`config.mk`:
```
export PLATFORM = sky130hd
export DESIGN_NAME = seq_player
export DESIGN_NICKNAME = d
export VERILOG_FILES = /design/src/rtl/seq_player.sv
export SDC_FILE = /design/constraint.sdc
export NUM_CORES = 1
export LEC_CHECK = 0
export BUFFER_PORTS_ARGS = -buffer_cell sky130_fd_sc_hd__buf_2
export CAP_MARGIN = 20
export CORE_UTILIZATION = 45
export DETAILED_ROUTE_END_ITERATION = 8
export GPL_ROUTABILITY_DRIVEN = 0
export PLACE_DENSITY = 0.64
export SYNTH_ARGS = -nofsm -noshare
export SYNTH_HDL_FRONTEND = slang
export SYNTH_SLANG_ARGS = --single-unit
```
`constraint.sdc`:
```
create_clock -name clk -period 2.1 [get_ports clk]
set_input_delay 0.63 -clock clk [delete_from_list [all_inputs] [get_ports clk]]
set_output_delay 0.63 -clock clk [all_outputs]
set_load 0.01 [all_outputs]
```
`src/rtl/seq_player.sv`:
```
// Genius color-sequence playback: fetches each stored color, lights its LED, blanks, then pulses done.
// Optional all-LED flash before done when SEQ_PLAYER_FLASH_ALL_EN is defined.
module seq_player #(
   parameter int COLOR_CODEFY_W = 2,
   parameter int ADDR_WIDTH     = 5,
   parameter int ON_CYC_SLOW    = 8,
   parameter int ON_CYC_FAST    = 4,
   parameter int GAP_CYC        = 2
) (
   input  logic                      clk,
   input  logic                      rst,
   input  logic                      play_start,
   input  logic                      abort,
   input  logic [ADDR_WIDTH:0]       seq_len,
   input  logic                      speed,
   output logic                      mem_rd_en,
   output logic [ADDR_WIDTH-1:0]     mem_addr,
   input  logic [COLOR_CODEFY_W-1:0] mem_rdata,
   output logic                      led_green,
   output logic                      led_red,
   output logic                      led_blue,
   output logic                      led_yellow,
   output logic                      busy,
   output logic                      done
);

   localparam int ON_MAX = (ON_CYC_SLOW > ON_CYC_FAST) ? ON_CYC_SLOW : ON_CYC_FAST;
   localparam int C_MAX  = (ON_MAX > GAP_CYC) ? ON_MAX : GAP_CYC;
   localparam int CNT_W  = $clog2(C_MAX + 1);

   localparam logic [ADDR_WIDTH:0] FULL_LEN = {1'b1, {ADDR_WIDTH{1'b0}}};
   localparam logic [ADDR_WIDTH:0] LEN_ONE  = {{ADDR_WIDTH{1'b0}}, 1'b1};

   typedef enum logic [2:0] {
      S_IDLE,
      S_FETCH,
      S_WAIT,
      S_SHOW,
      S_GAP,
      S_FINISH
`ifdef SEQ_PLAYER_FLASH_ALL_EN
      , S_FLASH
`endif
   } state_t;

   state_t                state_q;
   logic [3:0]            leds_q;
   logic                  rd_q;
   logic [ADDR_WIDTH-1:0] addr_q;
   logic [ADDR_WIDTH-1:0] idx_q;
   logic [ADDR_WIDTH:0]   len_q;
   logic                  speed_q;
   logic                  busy_q;
   logic                  done_q;
   logic [CNT_W-1:0]      cnt_q;

   logic [CNT_W-1:0]      on_last;
   logic                  last_step;

   assign on_last   = speed_q ? CNT_W'(ON_CYC_FAST - 1) : CNT_W'(ON_CYC_SLOW - 1);
   assign last_step = ({1'b0, idx_q} == (len_q - LEN_ONE));

   // one-hot {yellow, blue, red, green}
   function automatic logic [3:0] dec(input logic [1:0] c);
      dec = 4'b0001 << c;
   endfunction

   always_ff @(posedge clk) begin
      if (rst) begin
         state_q <= S_IDLE;
         leds_q  <= '0;
         rd_q    <= 1'b0;
         addr_q  <= '0;
         idx_q   <= '0;
         len_q   <= '0;
         speed_q <= 1'b0;
         busy_q  <= 1'b0;
         done_q  <= 1'b0;
         cnt_q   <= '0;
      end else if (abort && state_q != S_IDLE) begin
         state_q <= S_IDLE;
         leds_q  <= '0;
         rd_q    <= 1'b0;
         busy_q  <= 1'b0;
         done_q  <= 1'b0;
      end else begin
         case (state_q)
            S_IDLE: begin
               if (play_start) begin
                  speed_q <= speed;
                  busy_q  <= 1'b1;
                  if (seq_len != '0) begin
                     len_q   <= (seq_len > FULL_LEN) ? FULL_LEN : seq_len;
                     idx_q   <= '0;
                     addr_q  <= '0;
                     rd_q    <= 1'b1;
                     state_q <= S_FETCH;
                  end else begin
`ifdef SEQ_PLAYER_FLASH_ALL_EN
                     leds_q  <= 4'hF;
                     cnt_q   <= speed ? CNT_W'(ON_CYC_FAST - 1)
                                      : CNT_W'(ON_CYC_SLOW - 1);
                     state_q <= S_FLASH;
`else
                     done_q  <= 1'b1;
                     state_q <= S_FINISH;
`endif
                  end
               end
            end
            S_FETCH: begin
               rd_q    <= 1'b0;
               state_q <= S_WAIT;
            end
            S_WAIT: begin
               leds_q  <= dec(mem_rdata[1:0]);
               cnt_q   <= on_last;
               state_q <= S_SHOW;
            end
            S_SHOW: begin
               if (cnt_q == '0) begin
                  leds_q  <= '0;
                  cnt_q   <= CNT_W'(GAP_CYC - 1);
                  state_q <= S_GAP;
               end else begin
                  cnt_q <= cnt_q - CNT_W'(1);
               end
            end
            S_GAP: begin
               if (cnt_q != '0) begin
                  cnt_q <= cnt_q - CNT_W'(1);
               end else if (last_step) begin
`ifdef SEQ_PLAYER_FLASH_ALL_EN
                  leds_q  <= 4'hF;
                  cnt_q   <= on_last;
                  state_q <= S_FLASH;
`else
                  done_q  <= 1'b1;
                  state_q <= S_FINISH;
`endif
               end else begin
                  idx_q   <= idx_q + ADDR_WIDTH'(1);
                  addr_q  <= idx_q + ADDR_WIDTH'(1);
                  rd_q    <= 1'b1;
                  state_q <= S_FETCH;
               end
            end
`ifdef SEQ_PLAYER_FLASH_ALL_EN
            S_FLASH: begin
               if (cnt_q == '0) begin
                  leds_q  <= '0;
                  done_q  <= 1'b1;
                  state_q <= S_FINISH;
               end else begin
                  cnt_q <= cnt_q - CNT_W'(1);
               end
            end
`endif
            S_FINISH: begin
               done_q  <= 1'b0;
               busy_q  <= 1'b0;
               state_q <= S_IDLE;
            end
            default: begin
               state_q <= S_IDLE;
            end
         endcase
      end
   end

   assign mem_rd_en  = rd_q;
   assign mem_addr   = addr_q;
   assign led_green  = leds_q[0];
   assign led_red    = leds_q[1];
   assign led_blue   = leds_q[2];
   assign led_yellow = leds_q[3];
   assign busy       = busy_q;
   assign done       = done_q;

endmodule
```
; Word level (Yosys, flattened, before mapping)
; Index checks and enable logic that the tools add are counted.
[word_totals]
reg_bits = 26
output_inout_bits = 12
wordCells = 81
[classes]
addsub = 3
magnitude_cmp = 1
eq_ne = 14
shifts = 1
muxes = 30
bitwise = 1
n_reduce_logical = 22
[ops]
columns = cell, n
row1 = $mux W5, 4
row2 = $mux W3, 6
row3 = $ne A2 B2 Y1 const B, 8
row4 = $pmux W3 S5, 1
row5 = $mux W4, 3
row6 = $pmux W4 S3, 1
row7 = $reduce_bool A3 Y1, 4
row8 = $pmux W5 S2, 1
row9 = $reduce_and A5 Y1, 2
row10 = $mux W1, 9
row11 = $reduce_and A3 Y1, 3
row12 = $pmux W4 S2, 1
row13 = $eq A3 B2 Y1 const B, 2
row14 = $eq A3 B3 Y1 const B, 2
row15 = $eq A5 B6 Y1, 1
row16 = $gt A6 B6 Y1 const B, 1
row17 = $mux W6, 1
row18 = $pmux W1 S3, 2
row19 = $reduce_and A6 Y1, 1
row20 = $reduce_bool A2 Y1, 3
row21 = $reduce_bool A6 Y1, 1
row22 = $sub A6 B1 Y6 const B, 1
row23 = $add A5 B1 Y5 const B, 1
row24 = $logic_not A4 Y1, 1
row25 = other kinds (11), 12

; Depth between registers and ports, before layout
; Gate-level depths: netlist of run 1.
[logic_depth]
ltp_word = 5
depth_mapped = 8
ltp_nobuf = 8

; Worst setup path after synthesis of run 1
; No wires, ideal clock.
[synth_path]
path_kind = reg2reg
from = reg len_q[0]
to = reg idx_q[4]
setup_ns = 0.087
arrival_time_ns = 1.893
required_ns = 2.013
slack_ns = 0.120
stages_incl_launch_ff = 9
cell_sequence = dfxtp_1 > inv_1 > ha_1 > xnor2_2 > a221oi_1 > a41oi_1 > nor3_2 > or4_4 > o31ai_1
[synth_via]
elab_chain_len = 4
[synth_lines]
columns = item, line
row1 = "start, declared", 51  ; logic [ADDR_WIDTH:0] len_q;
row2 = "start signal, assigned", 93  ; len_q <= (seq_len > FULL_LEN) ? FULL_LEN : seq_len;
row3 = $sub A6 B1 Y6, 61  ; assign last_step = ({1'b0, idx_q} == (len_q - LEN_ONE));
row4 = $eq A5 B6 Y1, 61
row5 = $ne A2 B2 Y1 (no line), --
row6 = $reduce_and A6 Y1 (no line), --
row7 = "end signal, assigned", 142  ; idx_q <= idx_q + ADDR_WIDTH'(1);
row8 = "end, declared", 50  ; logic [ADDR_WIDTH-1:0] idx_q;
; No other way between the ends.
; A chain may end at the register's enable or synchronous reset.

; Worst setup path in the final report of run 1
; Ends and elaborated chain as after synthesis.

==> results of run 1 <==
==> per-layer routing <==
layer / GRT usage [%] / vias to the layer above / part of all wire [%] / routed length, um
li1: - / 711 / - / -
met1: 26.33 / 646 / 46 / 1578
met2: 34.74 / 25 / 49 / 1682
met3: 1.978 / 4 / 2.8 / 96
met4: 9.184 / 0 / 1.3 / 44
met5: 0 / - / 0 / 0
==> critical path, delay by kind of cell (launching register included) <==
kind,cells,cell delay [ps]
AOI/OAI and AO/OA,3,510
xor gates and xnor gates,1,130
adders and majority gates,1,180
buffers and inverters,2,220
and+or+nand+nor,2,490
DFF,1,350
==> worst min path at each step <==
stage,start,endpoint,slack (ps),cells after the start
5_1_grt,leds_q[3],leds_q[3],490,2
3_5_place_dp,leds_q[3],leds_q[3],440,2
2_1_floorplan,len_q[4],len_q[4],460,2
4_1_cts,leds_q[3],leds_q[3],460,2
6_report,leds_q[3],leds_q[3],460,2
3_3_place_gp,leds_q[3],leds_q[3],440,2
==> flip-flops by register name, summed over array words and instances (netlist names) <==
name	count
idx_q	5
done	1
busy	1
state_q	3
cnt_q	4
leds_q	4
speed_q	1
len_q	6
mem_rd_en	1
==> cell type report <==
type                       instances  share of cell area (%)
tap                               44                   3.168
inverter                           7                   1.512
timing repair buffer              35                   11.66
clock buffer                       4                   2.088
sequential                        26                   30.09
multi-input combinational        141                   51.48
==> synth_stat cells (all sizes together), types with 4 or more instances <==
cell type	n
nand3b	7
a21oi	16
o21ai	9
nand2	18
nor2	21
nand3	5
ha	4
xor2	5
dfxtp	26
nor3	10
inv	7
==> cells by family after synthesis <==
group / after synthesis / synth area share (%)
and+or+nand+nor: 80 / 29.55
AOI/OAI and AO/OA: 47 / 20.19
DFF: 26 / 35.74
buffers and inverters: 13 / 4.381
xor gates and xnor gates: 8 / 5.327
adders and majority gates: 4 / 3.437
muxes: 2 / 1.375
==> repair_timing <==
| action | CTS | global route |
|---|---|---|
| pin swaps | 0 | 1 |
| buffers inserted | 0 | 0 |
| endpoints found under the setup margin | 2 | 2 |
| gates resized for setup | 1 | 5 |
==> through the flow <==
step | hold WS, ps | std cells | setup slack, ps | util, %
2_1_floorplan | 456.0 | 180 | 120.4 | -
3_3_place_gp | 437.9 | 253 | 56.47 | 54.92
3_5_place_dp | 439.7 | 253 | -10.82 | 54.92
4_1_cts | 458.7 | 257 | 12.88 | 56.19
5_1_grt | 491.6 | 257 | 3.310 | 56.93
6_report | 457.0 | 257 | 143.8 | 56.93
==> power groups by stage <==
stage	combinational, mW	clock, mW	sequential, mW
2_1_floorplan	0.224	0	0.563
3_3_place_gp	0.305	0	0.573
3_5_place_dp	0.311	0	0.575
4_1_cts	0.315	0.264	0.564
5_1_grt	0.357	0.284	0.570
6_report	0.320	0.257	0.565
==> flow_metrics.tcl, run 1 <==
set metrics [dict create \
    outcome "finished clean" \
    grt_max_degree 18 \
    wl_per_cell_um 13.23 \
    final_nets 231 \
    seq_area_frac_synth_pct 35.74 \
    synth_area_leader_cell "dfxtp_1" \
    p_per_area_nw_per_um2 657.1 \
    worst_pin_slew_ps 466.9 \
    clock_sinks 26 \
    num_antenna_cells 0 \
    htree_levels 1 \
    worstPathRequired_ps 2350 \
    slowest_delay_ps 440 \
    ant_nets 0 \
    grt_pass1_vias 1238 \
    drive_above_1_share_pct 24.41 \
    ys_seq_elements 26 \
    multi_input_comb_area_um2 894.6 \
    crit_path_start_kind "register" \
    n_fill_cell 309 \
    p_total_mw 1.142 \
    root_buffer "clkbuf_4" \
    skew_ps 2.894 \
    pwr-share-comb_pct 28.0 \
    worst-setup-path-type "reg2reg" \
    hold_class "reg2reg" \
    timing.final.crit_share_pct 93.15 \
    p_switching_uw 364.0 \
    synthCells 180 \
    finalSetupViolCount 0 \
    slew_violations 0 \
    ys_types 49 \
    placed_cell_area_um2 1677 \
    boundaryPins 25 \
    seq_power_share_pct 49.5 \
    crit_path_start "len_q[0]" \
    path_max_fanout 9 \
    hpwl_um 2567 \
    rsz0062_at_grt "no" \
    r2r_setup_slack_ps 140 \
    async_reset_ff_share_pct 0 \
    cts_made_buffers 3 \
    synth_area_leaders "dfxtp_1, a21oi_1, nor2_1" \
    p_leak_nw 0.7327 \
    antenna_found_initial 0 \
    worstPathCellList "inv_1 > ha_4 > xnor2_2 > a221oi_1 > a41oi_1 > nor3_2 > buf_4 > or4_4 > o31ai_2" \
    worstRegToRegCells 9 \
    clk_latency_ps 320 \
    clock_power_share_pct 22.5 \
    worstPathArrival_ps 2210 \
    vias_per_cell 5.393 \
    vdd_drop_max_uv 458.8 \
    die_h_um 58.89 \
    yosysWarnings 0 \
    synth_edf_count 0 \
    syn_area_um2 1456 \
    die_x_um 58.89 \
    design_area_um2 1738 \
    cts_tree "yes" \
    internal-power_uw 778.0 \
    cts_hold_buffers 0 \
    syn_to_final_growth_pct 19.33 \
    critPathSlowestCell "or4_4" \
    first_pass_iters 4 \
    maxCapViolCount 0 \
    finalHoldViolCount 0 \
    overflow 0 \
    final-seq-area_um2 523.0 \
    final_cell_mix "dfxtp_1, buf_2, nor2_1" \
    fp.dieArea_um2 3468 \
    path_clk_slew_ps 140 \
    netSwitchingFraction_pct 31.87 \
    place.port_buffers 24 \
    coreArea_um2 3053 \
    cts.path.max_buffers 2 \
    dr_total_vias 1386 \
    start_util_pct 47.70 \
    cp-end-kind "register" \
    timing.rr.start "len_q[0]" \
    row_count 20 \
    setup.worst_path.end "idx_q[4]" \
    yosysTopAreaCellShare_pct 35.74 \
    wirelength_um 3400 \
    syn_nets 197 \
    reg2reg_to "idx_q[4]" \
    grt_usage_pct 20.50 \
    avgSynthCellArea_um2 8.091 \
    timing.fmax_mhz 511.2 \
    tns_ps 0 \
    drt_iter0_drc 70 \
    fin_crit_ps 1956 \
    grt_first_pass_wirelength_um 5471 \
    slew_headroom_pct 68.67 \
    remaining_drc_errors 0 \
    synth_top_flop_cell "dfxtp_1" \
]
(Power assumes the default switching activity.)
==> run 2: changes to the inputs <==
Settings changed: ABC_AREA from default to 1.
==> flow_metrics.tcl, run 2 <==
set metrics [dict create \
    outcome "finished clean" \
    final_cell_mix "nand2_1, inv_1, dfxtp_1" \
    p_switching_uw 735.7 \
    synth_edf_count 0 \
    slowest_delay_ps 380 \
    internal-power_uw 988.8 \
    finalSetupViolCount 0 \
    coreArea_um2 3390 \
    syn_to_final_growth_pct 12.27 \
    hpwl_um 2687 \
    largest-register "len_q" \
    grt_pass1_vias 1275 \
    row_count 21 \
    yosysWarnings 0 \
    die_x_um 62.03 \
    clock_sinks 26 \
    die_h_um 62.03 \
    syn_area_um2 1622 \
    netlist_top_cells_count "nand2_1, inv_1, dfxtp_1" \
    cts_tree "yes" \
    overflow 0 \
    cp_top_family "simple AND/OR/NAND/NOR gates" \
    grt_usage_pct 19.61 \
    avgSynthCellArea_um2 6.842 \
    synth.most_common_cell "nand2_1" \
    ys_types 32 \
    htree_levels 1 \
    timing.final.crit_share_pct 88.30 \
    seq_power_share_pct 39.1 \
    p_leak_nw 0.8966 \
    worst-setup-path-type "reg2reg" \
    fp.dieArea_um2 3848 \
    maxCapViolCount 0 \
    drt_iter0_drc 108 \
    antenna_found_initial 0 \
    boundaryPins 25 \
    netSwitchingFraction_pct 42.66 \
    num_antenna_cells 0 \
    clock_power_share_pct 15.4 \
    root_buffer "clkbuf_4" \
    ant_nets 0 \
    reg_top3 "len_q x6, idx_q x5" \
    start_util_pct 47.84 \
    worst_pin_slew_ps 453.0 \
    cp-end-kind "register" \
    slew_violations 0 \
    tns_ps 0 \
    cts_hold_buffers 0 \
    async_reset_ff_share_pct 0 \
    post_cts_buffers 0 \
    hold_class "reg2reg" \
    largest_register_ffs 6 \
    placed_cell_area_um2 1784 \
    worstPathRequired_ps 2350 \
    syn_nets 254 \
    synth_area_leader_cell "dfxtp_1" \
    cts_made_buffers 3 \
    skew_ps 6.305 \
    final_nets 281 \
    finalHoldViolCount 0 \
    remaining_drc_errors 0 \
    seq_area_frac_synth_pct 32.10 \
    wl_per_cell_um 11.06 \
    cts.path.max_buffers 2 \
    vias_per_cell 4.887 \
    worstPathArrival_ps 2110 \
    grt_max_degree 15 \
    grt_first_pass_wirelength_um 5540 \
    wirelength_um 3419 \
    p_per_area_nw_per_um2 947.3 \
    ys_seq_elements 26 \
    final_common_cell "nand2_1" \
    slew_headroom_pct 69.69 \
    drive_above_1_share_pct 21.29 \
    vdd_drop_max_uv 503.1 \
    path_clk_slew_ps 150 \
    design_area_um2 1821 \
    critical_path_buf_inv_count 2 \
    ctsResizeCount 0 \
    critPathSlowestCell "dfxtp_1" \
    synthCells 237 \
    finish.utilization_pct 53.71 \
    worstPathCellList "inv_2 > ha_1 > xnor2_1 > nor2_1 > nand2_1 > nor2_1 > nand3_2 > nand3_4 > nand2_1 > inv_1 > nor2_1" \
    pwr-share-comb_pct 45.5 \
    rsz0062_at_grt "no" \
    critPathMostFrequentCell "nor2_1" \
    first_pass_iters 4 \
    synth_area_leaders "dfxtp_1, nand2_1, inv_1" \
    p_total_mw 1.725 \
    synth_top_flop_cell "dfxtp_1" \
    timing.fmax_mhz 539.3 \
    clk_latency_ps 330 \
    dr_total_vias 1510 \
    place.port_buffers 24 \
    path_max_fanout 8 \
    crit_path_start_kind "register" \
    fin_crit_ps 1854 \
    yosysTopAreaCellShare_pct 32.10 \
]
## run 2: cell types whose count changed after synthesis, sizes merged, moves of 4 or more
cell,before,now
inv,7,43
xor2,5,0
nand3,5,24
a211oi,0,5
nand3b,7,0
a21oi,16,20
nand4,1,10
nand2,18,61
nor3,10,2
## run 2: layout make-up
| cell class | count | area, um2 |
|---|---|---|
| clock buffer | 4 | 36.28 |
| fill | 340 | 1569 |
| inverter | 43 | 163.9 |
| multi-input combinational | 166 | 922.1 |
| sequential | 26 | 520.5 |
| tap | 46 | 57.56 |
| timing repair buffer | 24 | 120.1 |
## run 2: path summary, 6_finish.rpt
path | depth (start not counted) | slack, ps | end | start
setup reg to reg | 11 | 250 | idx_q[2] | len_q[0]
hold / removal | 2 | 450 | mem_rd_en | mem_rd_en
setup / recovery | 11 | 250 | idx_q[2] | len_q[0]
hold reg to reg | 2 | 450 | mem_rd_en | mem_rd_en
## run 2: logic make-up after synthesis
kind of cell,synth area share [%]
buffers and inverters,11.03
AND/OR/NAND/NOR,36.50
flip-flops,32.10
XOR/XNOR,0.5402
AO/OA/AOI/OAI,16.75
adder cells (fa/ha/maj),3.087
## run 2: power groups by stage
stage	Sequential, mW	Combinational, mW	Clock (mW)
after detailed placement	0.688	0.784	0
after global routing	0.690	0.902	0.288
after global placement	0.687	0.782	0
final	0.674	0.785	0.265
after CTS	0.676	0.787	0.277
after floorplan	0.693	0.606	0
## run 2: layer usage
metal / vias to the layer above / global-route usage (%) / share of wire, %
met5: - / 0 / 0
met4: 0 / 3.810 / 0.56
met3: 2 / 4.348 / 3.0
met2: 22 / 32.37 / 47
met1: 655 / 26.32 / 50
li1: 831 / - / -
## run 2: worst min-delay path, cell delays in order, from the launching register on
cell and delay, ps:
dfxtp_1 340, inv_1 50, a21oi_1 50
## run 2: stage by stage
stage,worst slack (ps),std cells,hold slack [ps]
floorplan,503.8,237,439.2
global placement,247.8,305,436.1
detailed placement,216.5,305,435.9
CTS,244.9,309,456.8
global route,124.9,309,494.4
finish,245.6,309,454.6
